### config.mk
export PLATFORM = sky130hd
export DESIGN_NAME = execute_stage_flat
export DESIGN_NICKNAME = d
export VERILOG_FILES = /design/src/rtl/execute_stage_if.sv /design/src/rtl/execute_stage.sv /design/src/flat_wrapper.sv
export SDC_FILE = /design/constraint.sdc
export NUM_CORES = 1
export LEC_CHECK = 0
export ABC_CLOCK_PERIOD_IN_PS = 9150
export CORE_MARGIN = 2
export CORE_UTILIZATION = 40
export DETAILED_ROUTE_END_ITERATION = 10
export GPL_ROUTABILITY_DRIVEN = 1
export MAX_ROUTING_LAYER = met4
export PLACE_DENSITY = 0.7
export SLEW_MARGIN = 20
export SYNTH_ARGS = -nofsm -noshare
export SYNTH_HDL_FRONTEND = slang
export SYNTH_SLANG_ARGS = --single-unit
### constraint.sdc
create_clock -name clk -period 9.15 [get_ports clk]
set_clock_uncertainty 0.1 [all_clocks]
set_input_delay 0.915 -clock clk [delete_from_list [all_inputs] [get_ports clk]]
set_output_delay 0.915 -clock clk [all_outputs]
set_load 0.01 [all_outputs]
### src/rtl/execute_stage_if.sv
// Bus between the ID/EX register, the hazard unit, writeback and the execute stage.
// The master side drives the ID/EX operands and controls. The slave side is the execute stage.
interface execute_stage_if #(
    parameter int WIDTH = 16,
    parameter int RW    = 3
);
    logic [WIDTH-1:0] RnE;
    logic [WIDTH-1:0] RmE;
    logic [WIDTH-1:0] ImmExtE5;
    logic [WIDTH-1:0] ImmExtE8;
    logic [RW-1:0]    RnNumE;
    logic [RW-1:0]    RmNumE;
    logic [RW-1:0]    RdNumE;
    logic [1:0]       ALUopE;
    logic [1:0]       shiftE;
    logic             writeE;
    logic             aselE;
    logic [1:0]       bselE;
    logic             flagsE;
    logic [WIDTH-1:0] ResultW;
    logic [RW-1:0]    RdNumW;
    logic             writeW;
    logic             stall;
    logic             flush;
    logic [WIDTH-1:0] ResultM;
    logic [WIDTH-1:0] StoreDataM;
    logic [RW-1:0]    RdNumM;
    logic             writeM;
    logic             Z;
    logic             N;
    logic             V;

    modport master (
        output RnE, RmE, ImmExtE5, ImmExtE8,
        output RnNumE, RmNumE, RdNumE,
        output ALUopE, shiftE, writeE, aselE, bselE, flagsE,
        output ResultW, RdNumW, writeW,
        output stall, flush,
        input  ResultM, StoreDataM, RdNumM, writeM, Z, N, V
    );

    modport slave (
        input  RnE, RmE, ImmExtE5, ImmExtE8,
        input  RnNumE, RmNumE, RdNumE,
        input  ALUopE, shiftE, writeE, aselE, bselE, flagsE,
        input  ResultW, RdNumW, writeW,
        input  stall, flush,
        output ResultM, StoreDataM, RdNumM, writeM, Z, N, V
    );
endinterface

### src/rtl/execute_stage.sv
// Execute stage of the 16-bit pipeline: forwarding, barrel shift, operand select, ALU,
// the EX/MEM pipeline register and the Z/N/V status register.
module execute_stage #(
    parameter int WIDTH = 16,
    parameter int RW    = 3
) (
    input logic            clk,
    input logic            reset,
    execute_stage_if.slave bus
);
    localparam logic [1:0] ALU_ADD = 2'b00;
    localparam logic [1:0] ALU_SUB = 2'b01;
    localparam logic [1:0] ALU_AND = 2'b10;
    localparam logic [1:0] ALU_NOT = 2'b11;

    localparam logic [1:0] SH_NONE = 2'b00;
    localparam logic [1:0] SH_LSL1 = 2'b01;
    localparam logic [1:0] SH_LSR1 = 2'b10;
    localparam logic [1:0] SH_ASR1 = 2'b11;

    localparam logic [1:0] BSEL_RM   = 2'b00;
    localparam logic [1:0] BSEL_IMM5 = 2'b01;
    localparam logic [1:0] BSEL_IMM8 = 2'b10;
    localparam logic [1:0] BSEL_ZERO = 2'b11;

    logic [WIDTH-1:0] resultQ, resultD;
    logic [WIDTH-1:0] storeDataQ, storeDataD;
    logic [RW-1:0]    rdNumQ, rdNumD;
    logic             writeQ, writeD;
    logic             zQ, zD;
    logic             nQ, nD;
    logic             vQ, vD;

    logic [WIDTH-1:0] fwdRn;
    logic [WIDTH-1:0] fwdRm;
    logic [WIDTH-1:0] shiftedRm;
    logic [WIDTH-1:0] opA;
    logic [WIDTH-1:0] opB;
    logic [WIDTH-1:0] aluResult;
    logic             aluZ;
    logic             aluN;
    logic             aluV;

    // The registered EX/MEM slot beats writeback; a bubble (writeQ=0) never matches.
    always_comb begin
        fwdRn = bus.RnE;
        if (writeQ && (rdNumQ == bus.RnNumE)) begin
            fwdRn = resultQ;
        end else if (bus.writeW && (bus.RdNumW == bus.RnNumE)) begin
            fwdRn = bus.ResultW;
        end

        fwdRm = bus.RmE;
        if (writeQ && (rdNumQ == bus.RmNumE)) begin
            fwdRm = resultQ;
        end else if (bus.writeW && (bus.RdNumW == bus.RmNumE)) begin
            fwdRm = bus.ResultW;
        end
    end

    always_comb begin
        shiftedRm = fwdRm;
        case (bus.shiftE)
            SH_NONE: shiftedRm = fwdRm;
            SH_LSL1: shiftedRm = {fwdRm[WIDTH-2:0], 1'b0};
            SH_LSR1: shiftedRm = {1'b0, fwdRm[WIDTH-1:1]};
            SH_ASR1: shiftedRm = {fwdRm[WIDTH-1], fwdRm[WIDTH-1:1]};
            default: shiftedRm = fwdRm;
        endcase
    end

    always_comb begin
        opA = bus.aselE ? '0 : fwdRn;
        opB = shiftedRm;
        case (bus.bselE)
            BSEL_RM:   opB = shiftedRm;
            BSEL_IMM5: opB = bus.ImmExtE5;
            BSEL_IMM8: opB = bus.ImmExtE8;
            BSEL_ZERO: opB = '0;
            default:   opB = shiftedRm;
        endcase
    end

    always_comb begin
        aluResult = '0;
        aluV      = 1'b0;
        case (bus.ALUopE)
            ALU_ADD: begin
                aluResult = opA + opB;
                aluV      = (opA[WIDTH-1] == opB[WIDTH-1]) &&
                            (aluResult[WIDTH-1] != opA[WIDTH-1]);
            end
            ALU_SUB: begin
                aluResult = opA - opB;
                aluV      = (opA[WIDTH-1] != opB[WIDTH-1]) &&
                            (aluResult[WIDTH-1] != opA[WIDTH-1]);
            end
            ALU_AND: aluResult = opA & opB;
            ALU_NOT: aluResult = ~opB;
            default: aluResult = '0;
        endcase
        aluZ = (aluResult == '0);
        aluN = aluResult[WIDTH-1];
    end

    // Flush beats stall; flags only move on a real load of a flag-setting instruction.
    always_comb begin
        resultD    = resultQ;
        storeDataD = storeDataQ;
        rdNumD     = rdNumQ;
        writeD     = writeQ;
        zD         = zQ;
        nD         = nQ;
        vD         = vQ;
        if (bus.flush) begin
            resultD    = '0;
            storeDataD = '0;
            rdNumD     = '0;
            writeD     = 1'b0;
        end else if (!bus.stall) begin
            resultD    = aluResult;
            storeDataD = fwdRm;
            rdNumD     = bus.RdNumE;
            writeD     = bus.writeE;
            if (bus.flagsE) begin
                zD = aluZ;
                nD = aluN;
                vD = aluV;
            end
        end
    end

    always_ff @(posedge clk or negedge reset) begin
        if (!reset) begin
            resultQ    <= '0;
            storeDataQ <= '0;
            rdNumQ     <= '0;
            writeQ     <= 1'b0;
            zQ         <= 1'b0;
            nQ         <= 1'b0;
            vQ         <= 1'b0;
        end else begin
            resultQ    <= resultD;
            storeDataQ <= storeDataD;
            rdNumQ     <= rdNumD;
            writeQ     <= writeD;
            zQ         <= zD;
            nQ         <= nD;
            vQ         <= vD;
        end
    end

    assign bus.ResultM    = resultQ;
    assign bus.StoreDataM = storeDataQ;
    assign bus.RdNumM     = rdNumQ;
    assign bus.writeM     = writeQ;
    assign bus.Z          = zQ;
    assign bus.N          = nQ;
    assign bus.V          = vQ;
endmodule
### src/flat_wrapper.sv
// flat-port wrapper written by rule: the top's interface ports become plain ports
module execute_stage_flat 
#(
    parameter int WIDTH = 16,
    parameter int RW    = 3
)
  (clk, reset, bus_RnE, bus_RmE, bus_ImmExtE5, bus_ImmExtE8, bus_RnNumE, bus_RmNumE, bus_RdNumE, bus_ALUopE, bus_shiftE, bus_writeE, bus_aselE, bus_bselE, bus_flagsE, bus_ResultW, bus_RdNumW, bus_writeW, bus_stall, bus_flush, bus_ResultM, bus_StoreDataM, bus_RdNumM, bus_writeM, bus_Z, bus_N, bus_V);
  execute_stage_if #(.WIDTH(WIDTH), .RW(RW)) bus_i ();
  input logic clk;
  input logic reset;
  input wire logic [$bits(bus_i.RnE)-1:0] bus_RnE;
  input wire logic [$bits(bus_i.RmE)-1:0] bus_RmE;
  input wire logic [$bits(bus_i.ImmExtE5)-1:0] bus_ImmExtE5;
  input wire logic [$bits(bus_i.ImmExtE8)-1:0] bus_ImmExtE8;
  input wire logic [$bits(bus_i.RnNumE)-1:0] bus_RnNumE;
  input wire logic [$bits(bus_i.RmNumE)-1:0] bus_RmNumE;
  input wire logic [$bits(bus_i.RdNumE)-1:0] bus_RdNumE;
  input wire logic [$bits(bus_i.ALUopE)-1:0] bus_ALUopE;
  input wire logic [$bits(bus_i.shiftE)-1:0] bus_shiftE;
  input wire logic [$bits(bus_i.writeE)-1:0] bus_writeE;
  input wire logic [$bits(bus_i.aselE)-1:0] bus_aselE;
  input wire logic [$bits(bus_i.bselE)-1:0] bus_bselE;
  input wire logic [$bits(bus_i.flagsE)-1:0] bus_flagsE;
  input wire logic [$bits(bus_i.ResultW)-1:0] bus_ResultW;
  input wire logic [$bits(bus_i.RdNumW)-1:0] bus_RdNumW;
  input wire logic [$bits(bus_i.writeW)-1:0] bus_writeW;
  input wire logic [$bits(bus_i.stall)-1:0] bus_stall;
  input wire logic [$bits(bus_i.flush)-1:0] bus_flush;
  output wire logic [$bits(bus_i.ResultM)-1:0] bus_ResultM;
  output wire logic [$bits(bus_i.StoreDataM)-1:0] bus_StoreDataM;
  output wire logic [$bits(bus_i.RdNumM)-1:0] bus_RdNumM;
  output wire logic [$bits(bus_i.writeM)-1:0] bus_writeM;
  output wire logic [$bits(bus_i.Z)-1:0] bus_Z;
  output wire logic [$bits(bus_i.N)-1:0] bus_N;
  output wire logic [$bits(bus_i.V)-1:0] bus_V;
  assign bus_i.RnE = bus_RnE;
  assign bus_i.RmE = bus_RmE;
  assign bus_i.ImmExtE5 = bus_ImmExtE5;
  assign bus_i.ImmExtE8 = bus_ImmExtE8;
  assign bus_i.RnNumE = bus_RnNumE;
  assign bus_i.RmNumE = bus_RmNumE;
  assign bus_i.RdNumE = bus_RdNumE;
  assign bus_i.ALUopE = bus_ALUopE;
  assign bus_i.shiftE = bus_shiftE;
  assign bus_i.writeE = bus_writeE;
  assign bus_i.aselE = bus_aselE;
  assign bus_i.bselE = bus_bselE;
  assign bus_i.flagsE = bus_flagsE;
  assign bus_i.ResultW = bus_ResultW;
  assign bus_i.RdNumW = bus_RdNumW;
  assign bus_i.writeW = bus_writeW;
  assign bus_i.stall = bus_stall;
  assign bus_i.flush = bus_flush;
  assign bus_ResultM = bus_i.ResultM;
  assign bus_StoreDataM = bus_i.StoreDataM;
  assign bus_RdNumM = bus_i.RdNumM;
  assign bus_writeM = bus_i.writeM;
  assign bus_Z = bus_i.Z;
  assign bus_N = bus_i.N;
  assign bus_V = bus_i.V;
  execute_stage #(.WIDTH(WIDTH), .RW(RW)) u_core (.clk(clk), .reset(reset), .bus(bus_i));
endmodule
Word level (Yosys, flattened, before mapping)
Index checks and enable logic that the tools add are counted.
{"block": "word_totals", "ff_bits": 39, "output_inout_bits": 39}
{"block": "op_classes", "n_addsub": 2, "n_eq_ne": 18, "mux": 17, "bitwise_logic": 4, "reduce_logical": 11}
{"cell": "$pmux W16 S4", "count": 3}
{"cell": "$mux W16", "count": 9}
{"cell": "$add A16 B16 Y16", "count": 1}
{"cell": "$and A16 B16 Y16", "count": 1}
{"cell": "$logic_not A16 Y1", "count": 1}
{"cell": "$not A16 Y16", "count": 1}
{"cell": "$sub A16 B16 Y16", "count": 1}
{"cell": "$eq A2 B2 Y1 const B", "count": 6}
{"cell": "$eq A3 B3 Y1", "count": 4}
{"cell": "$eq A2 B1 Y1 const B", "count": 3}
{"cell": "$logic_and A1 B1 Y1", "count": 6}
{"cell": "$logic_not A2 Y1", "count": 3}
{"cell": "$mux W3", "count": 2}
{"cell": "$ne A1 B1 Y1", "count": 3}
{"cell": "$reduce_and A3 Y1", "count": 1}
{"cell": "$mux W1", "count": 2}
{"cell": "$ne A2 B1 Y1 const B", "count": 1}
{"cell": "$not A1 Y1", "count": 2}
{"cell": "$pmux W1 S2", "count": 1}
{"cell": "$eq A1 B1 Y1", "count": 1}

Longest topological paths before layout
{"block": "logic_depth", "depth_word": 10, "mapped_depth": 22}

Worst setup path before layout
No wires, ideal clock.
{"block": "synth_timing", "path_kind": "input to register", "start": "input port bus_RmNumE[0]", "end": "register u_core.resultQ[12] (netlist: u_core.bus.ResultM[12])", "arrival_time_ps": 4665, "slack_ps": 4253, "cell_stages": 20, "n_path_buf": 2, "cell_sequence": "xnor2_2 -> nand4bb_1 -> buf_6 -> buf_12 -> a221oi_1 -> o21bai_1 -> nor2_1 -> a31oi_1 -> nand2_1 -> ha_1 -> fa_1 -> a211o_1 -> a31oi_1 -> o41ai_1 -> a2111oi_0 -> nor3_1 -> xor2_1 -> o2bb2ai_1 -> o21a_1 -> nor2_1"}
{"block": "synth_between", "elab_chain_len": 10, "elab_cells_between_ends": 15, "classes_between": "add/sub: 2; eq/ne: 2; mux: 7; bitwise: 2; reduce/logical: 2"}
{"element": "start: declaration", "line_no": "flat_wrapper.sv:16", "rtl": "input wire logic [$bits(bus_i.RmNumE)-1:0] bus_RmNumE;"}
{"element": "$eq A3 B3 Y1", "line_no": "execute_stage.sv:56", "rtl": "end else if (bus.writeW && (bus.RdNumW == bus.RmNumE)) begin"}
{"element": "$logic_and A1 B1 Y1", "line_no": "execute_stage.sv:56"}
{"element": "$mux W16", "line_no": "execute_stage.sv:56"}
{"element": "$mux W16 *", "line_no": "execute_stage.sv:54", "rtl": "if (writeQ && (rdNumQ == bus.RmNumE)) begin"}
{"element": "$pmux W16 S4 *", "line_no": "execute_stage.sv:63", "rtl": "case (bus.shiftE)"}
{"element": "$pmux W16 S4 *", "line_no": "execute_stage.sv:75", "rtl": "case (bus.bselE)"}
{"element": "$sub A16 B16 Y16 (tied with other cells)", "line_no": "execute_stage.sv:94", "rtl": "aluResult = opA - opB;"}
{"element": "$pmux W16 S4 *", "line_no": "execute_stage.sv:87", "rtl": "case (bus.ALUopE)"}
{"element": "$mux W16 *", "line_no": "execute_stage.sv:120", "rtl": "end else if (!bus.stall) begin"}
{"element": "$mux W16 *", "line_no": "execute_stage.sv:115", "rtl": "if (bus.flush) begin"}
{"element": "end signal: assignment", "line_no": "execute_stage.sv:143", "rtl": "resultQ <= resultD;"}
{"element": "end: declaration", "line_no": "execute_stage.sv:26", "rtl": "logic [WIDTH-1:0] resultQ, resultD;"}
Every way passes the cells marked *; elsewhere a longest branch is shown, timed or not. The select of a mux whose other input is x is not followed.
A chain may end at the register's enable or synchronous reset.

Final worst setup path
{"block": "layout_timing", "start": "input port bus_RmNumE[0]", "end": "register u_core.resultQ[15] (netlist: u_core.bus.ResultM[15])"}
Same word-level chain as after synthesis.

==> impl_metrics.py <==
metrics = {
    "run_status": {
        "outcome": "finished clean",
    },
    "synthesis": {
        "synth_fp_nets": 804,
        "seq_area_frac_synth_pct": 19.3,
        "synth_seq_cells": 39,
        "synth-edff-count": 0,
        "syn_area_per_cell_sq_um": 7.61,
        "synthesis.instances": 665,
        "ys_warn_count": 0,
        "synthDistinctLibCells": 80,
        "netlist_area_sq_um": 5060,
        "synth_flop_cell": "dfrtp_1",
        "ys_async_sr_fraction_pct": 100,
    },
    "clock_network": {
        "cts_max_level": 2,
        "ctsLongestPathBuffers": 2,
        "cts_num_sinks": 39,
        "tritoncts": "yes",
        "clk_pin_slew_ps": 60,
        "cts-hold-fix-buffers": 0,
        "cts_root_buffer": "clkbuf_16",
        "clock_latency_ps": 290,
        "cts_buffers": 5,
        "cts_setup_buffers": 0,
        "postCtsResizedCells": 0,
    },
    "sta": {
        "layout_min_cycle_time_ps": 6760,
        "hold_violations": 0,
        "finalCritPeriodShare_pct": 73.9,
        "drv_slew": 0,
        "rsz0062_at_grt": "no",
        "worst_pin_slew_ps": 1020,
        "setup_slack_ps": 2390,
        "setup_viol": 0,
        "fmax_mhz": 148,
        "relSlewSlack_pct": 31.4,
        "setup_tns_ps": 0,
    },
    "power_and_ir_drop": {
        "pwr-share-seq_pct": 24.8,
        "switching_share_pct": 38.8,
        "p_comb_share_pct": 50.1,
        "leakagePower_nw": 2.94,
        "pwr-share-clk_pct": 25.0,
        "ir_drop_v": 0.000113,
        "intPower_mw": 0.497,
        "power_density_nw_per_um2": 120,
        "p_sw_mw": 0.315,
    },
    "worst_setup_path": {
        "crit_cells": 18,
        "path_max_fanout": 17,
        "end_kind": "flip-flop",
        "cp-endpoint": "u_core.bus.ResultM[15]",
        "critical_path.top_delay_family": "compound AO/OA/AOI/OAI gates",
        "critPathKind": "input pin to flip-flop",
        "cp_slowest_cell": "nand4bb_1",
        "r2r_setup_slack_ps": 3530,
        "crit_required_ps": 9270,
        "max_stage_delay_ps": 870,
        "cp.arrival_ps": 6880,
        "worst_r2r_startpoint": "u_core.bus.RdNumM[2]",
        "rr_endpoint": "u_core.bus.ResultM[15]",
        "r2r_cells": 17,
        "cp-start-kind": "input pin",
        "path_cells": "clkdlybuf4s50_1 -> xnor2_2 -> nand4bb_1 -> a221oi_1 -> nor2_1 -> a222oi_1 -> o221a_2 -> inv_1 -> ha_1 -> or3_1 -> nand3_1 -> a21oi_1 -> o31a_1 -> a221oi_1 -> nor3_1 -> a222oi_1 -> nand4_1 -> a21oi_1",
        "path_buf_inv": 2,
        "crit_path_start": "bus_RmNumE[0]",
    },
    "routing": {
        "wl_met2_um": 8640,
        "wl_met3_um": 1460,
        "drt_iter0_markers": 654,
        "via_per_inst": 6.02,
        "dr_total_vias": 5744,
        "routedWlPerCell_um": 20.2,
        "highest_layer": "met4",
        "wl_met1_um": 8670,
        "drt_wl_total_um": 19200,
        "ant_nets": 0,
        "dr.pass1.iters": 6,
        "remaining_drc_errors": 0,
    },
    "floorplan": {
        "die_area_sq_um": 13600,
        "io_pins": 145,
        "design.core.area_sq_um": 12500,
        "die_width_um": 116,
        "num_rows": 41,
        "initial_utilization_pct": 40.6,
        "fp.dieH_um": 116,
    },
    "layout": {
        "nets": 921,
        "utilization_pct": 54.1,
        "most-common-layout-cells": "143 x clkdlybuf4s50_1, 106 x nor2_1, 54 x a21oi_1, 45 x nand2_1, 39 x dfrtp_1",
        "area_delta_synth_final_pct": 33.3,
        "num_antenna_cells": 0,
        "final_common_cell": "clkdlybuf4s50_1",
        "design_area_sq_um": 6750,
        "drive_above_1_share_pct": 6.78,
        "fin_cells": 954,
    },
    "placement": {
        "gp_congestion": 0.954,
        "io_buffers": 144,
        "dp_cells": 947,
        "place_area_sq_um": 6580,
        "dp_hpwl_um": 15200,
        "pre_cts_ws_ps": 2270,
    },
    "run": {
        "drv_cap": 0,
    },
    "grt": {
        "antenna_found_initial": 0,
        "grt_overflow": 0,
        "grt_pass1_vias": 5555,
        "grt_max_degree": 50,
        "grt_pass1_wl_um": 30100,
        "track_usage_pct": 29.8,
    },
    "worst_hold_path": {
        "hp-class": "flip-flop to flip-flop",
    },
}
-- cell type report --
type                       count  area [sq um]
clock buffer                   5           125
clock inverter                 2          37.5
inverter                      37           139
fill                        1154          5720
multi-input combinational    547          3760
timing repair buffer         152          1500
sequential                    39           976
tap                          172           215
-- layer usage --
metal	vias up	global-route usage [%]
li1	2663	-
met3	37	3.84
met4	0	9.13
met1	2740	41.7
met2	304	44.8
met5	-	-
-- Yosys cell counts (15+ instances only) --
library cell,instances,area share [%]
a211oi_1,20,3.0
a21oi_1,54,5.3
nand2_1,45,3.3
dfrtp_1,39,19
mux2i_1,35,6.9
inv_1,36,2.7
ha_1,31,7.7
nor3_1,17,1.7
xnor2_1,15,2.6
clkbuf_1,33,2.4
o21ai_0,26,2.6
nor2_1,106,7.9
-- stage by stage --
| stage | total power [mW] | hold WS, ps |
|---|---|---|
| 6_report | 0.812 | 412 |
| 5_1_grt | 0.855 | 447 |
| 4_1_cts | 0.806 | 402 |
| 3_5_place_dp | 0.600 | 382 |
| 3_3_place_gp | 0.597 | 382 |
| 2_1_floorplan | 0.446 | 417 |
-- registers in the layout (all words and copies together), names as in the netlist --
register,flops
u_core.bus.V,1
u_core.bus.N,1
u_core.bus.StoreDataM,16
u_core.bus.writeM,1
u_core.bus.RdNumM,3
u_core.bus.Z,1
u_core.bus.ResultM,16
-- worst reg2reg max path: stages (launching register included) --
cell and delay (ps):
dfrtp_1 440, xnor2_1 210, nand4_1 810, nor2_1 450, nor2_1 120, a222oi_1 340
o221a_2 300, inv_1 60, ha_1 250, or3_1 430, nand3_1 110, a21oi_1 60
o31a_1 330, a221oi_1 640, nor3_1 140, a222oi_1 340, nand4_1 230, a21oi_1 200
-- cell families (layout without fill, tap and decap cells) --
| family | after synthesis | in the layout | synth area share [%] |
|---|---|---|---|
| compound gates | 211 | 211 | 29.6 |
| xor+xnor | 29 | 29 | 5.17 |
| fa+ha+maj | 33 | 33 | 8.46 |
| buf+inv | 79 | 196 | 6.58 |
| flops | 39 | 39 | 19.3 |
| mux | 45 | 45 | 9.72 |
| simple gates | 229 | 229 | 21.2 |
-- power groups by stage --
stage                     sequential (mW)  combinational [mW]  clock, mW
final                               0.202               0.407      0.203
after global routing                0.203               0.441      0.211
after CTS                           0.201               0.399      0.205
after detailed placement            0.204               0.396          0
after global placement              0.204               0.393          0
after floorplan                     0.206               0.240          0
-- worst min path at each step --
stage / to / slack [ps] / cells after the start / from
floorplan: u_core.bus.V / 420 / 2 / u_core.bus.V
global placement: u_core.bus.V / 380 / 2 / u_core.bus.V
detailed placement: u_core.bus.V / 380 / 2 / u_core.bus.V
CTS: u_core.bus.V / 400 / 2 / u_core.bus.V
global route: u_core.bus.N / 450 / 2 / u_core.bus.N
finish: u_core.bus.V / 410 / 2 / u_core.bus.V
(Power assumes the default switching activity.)
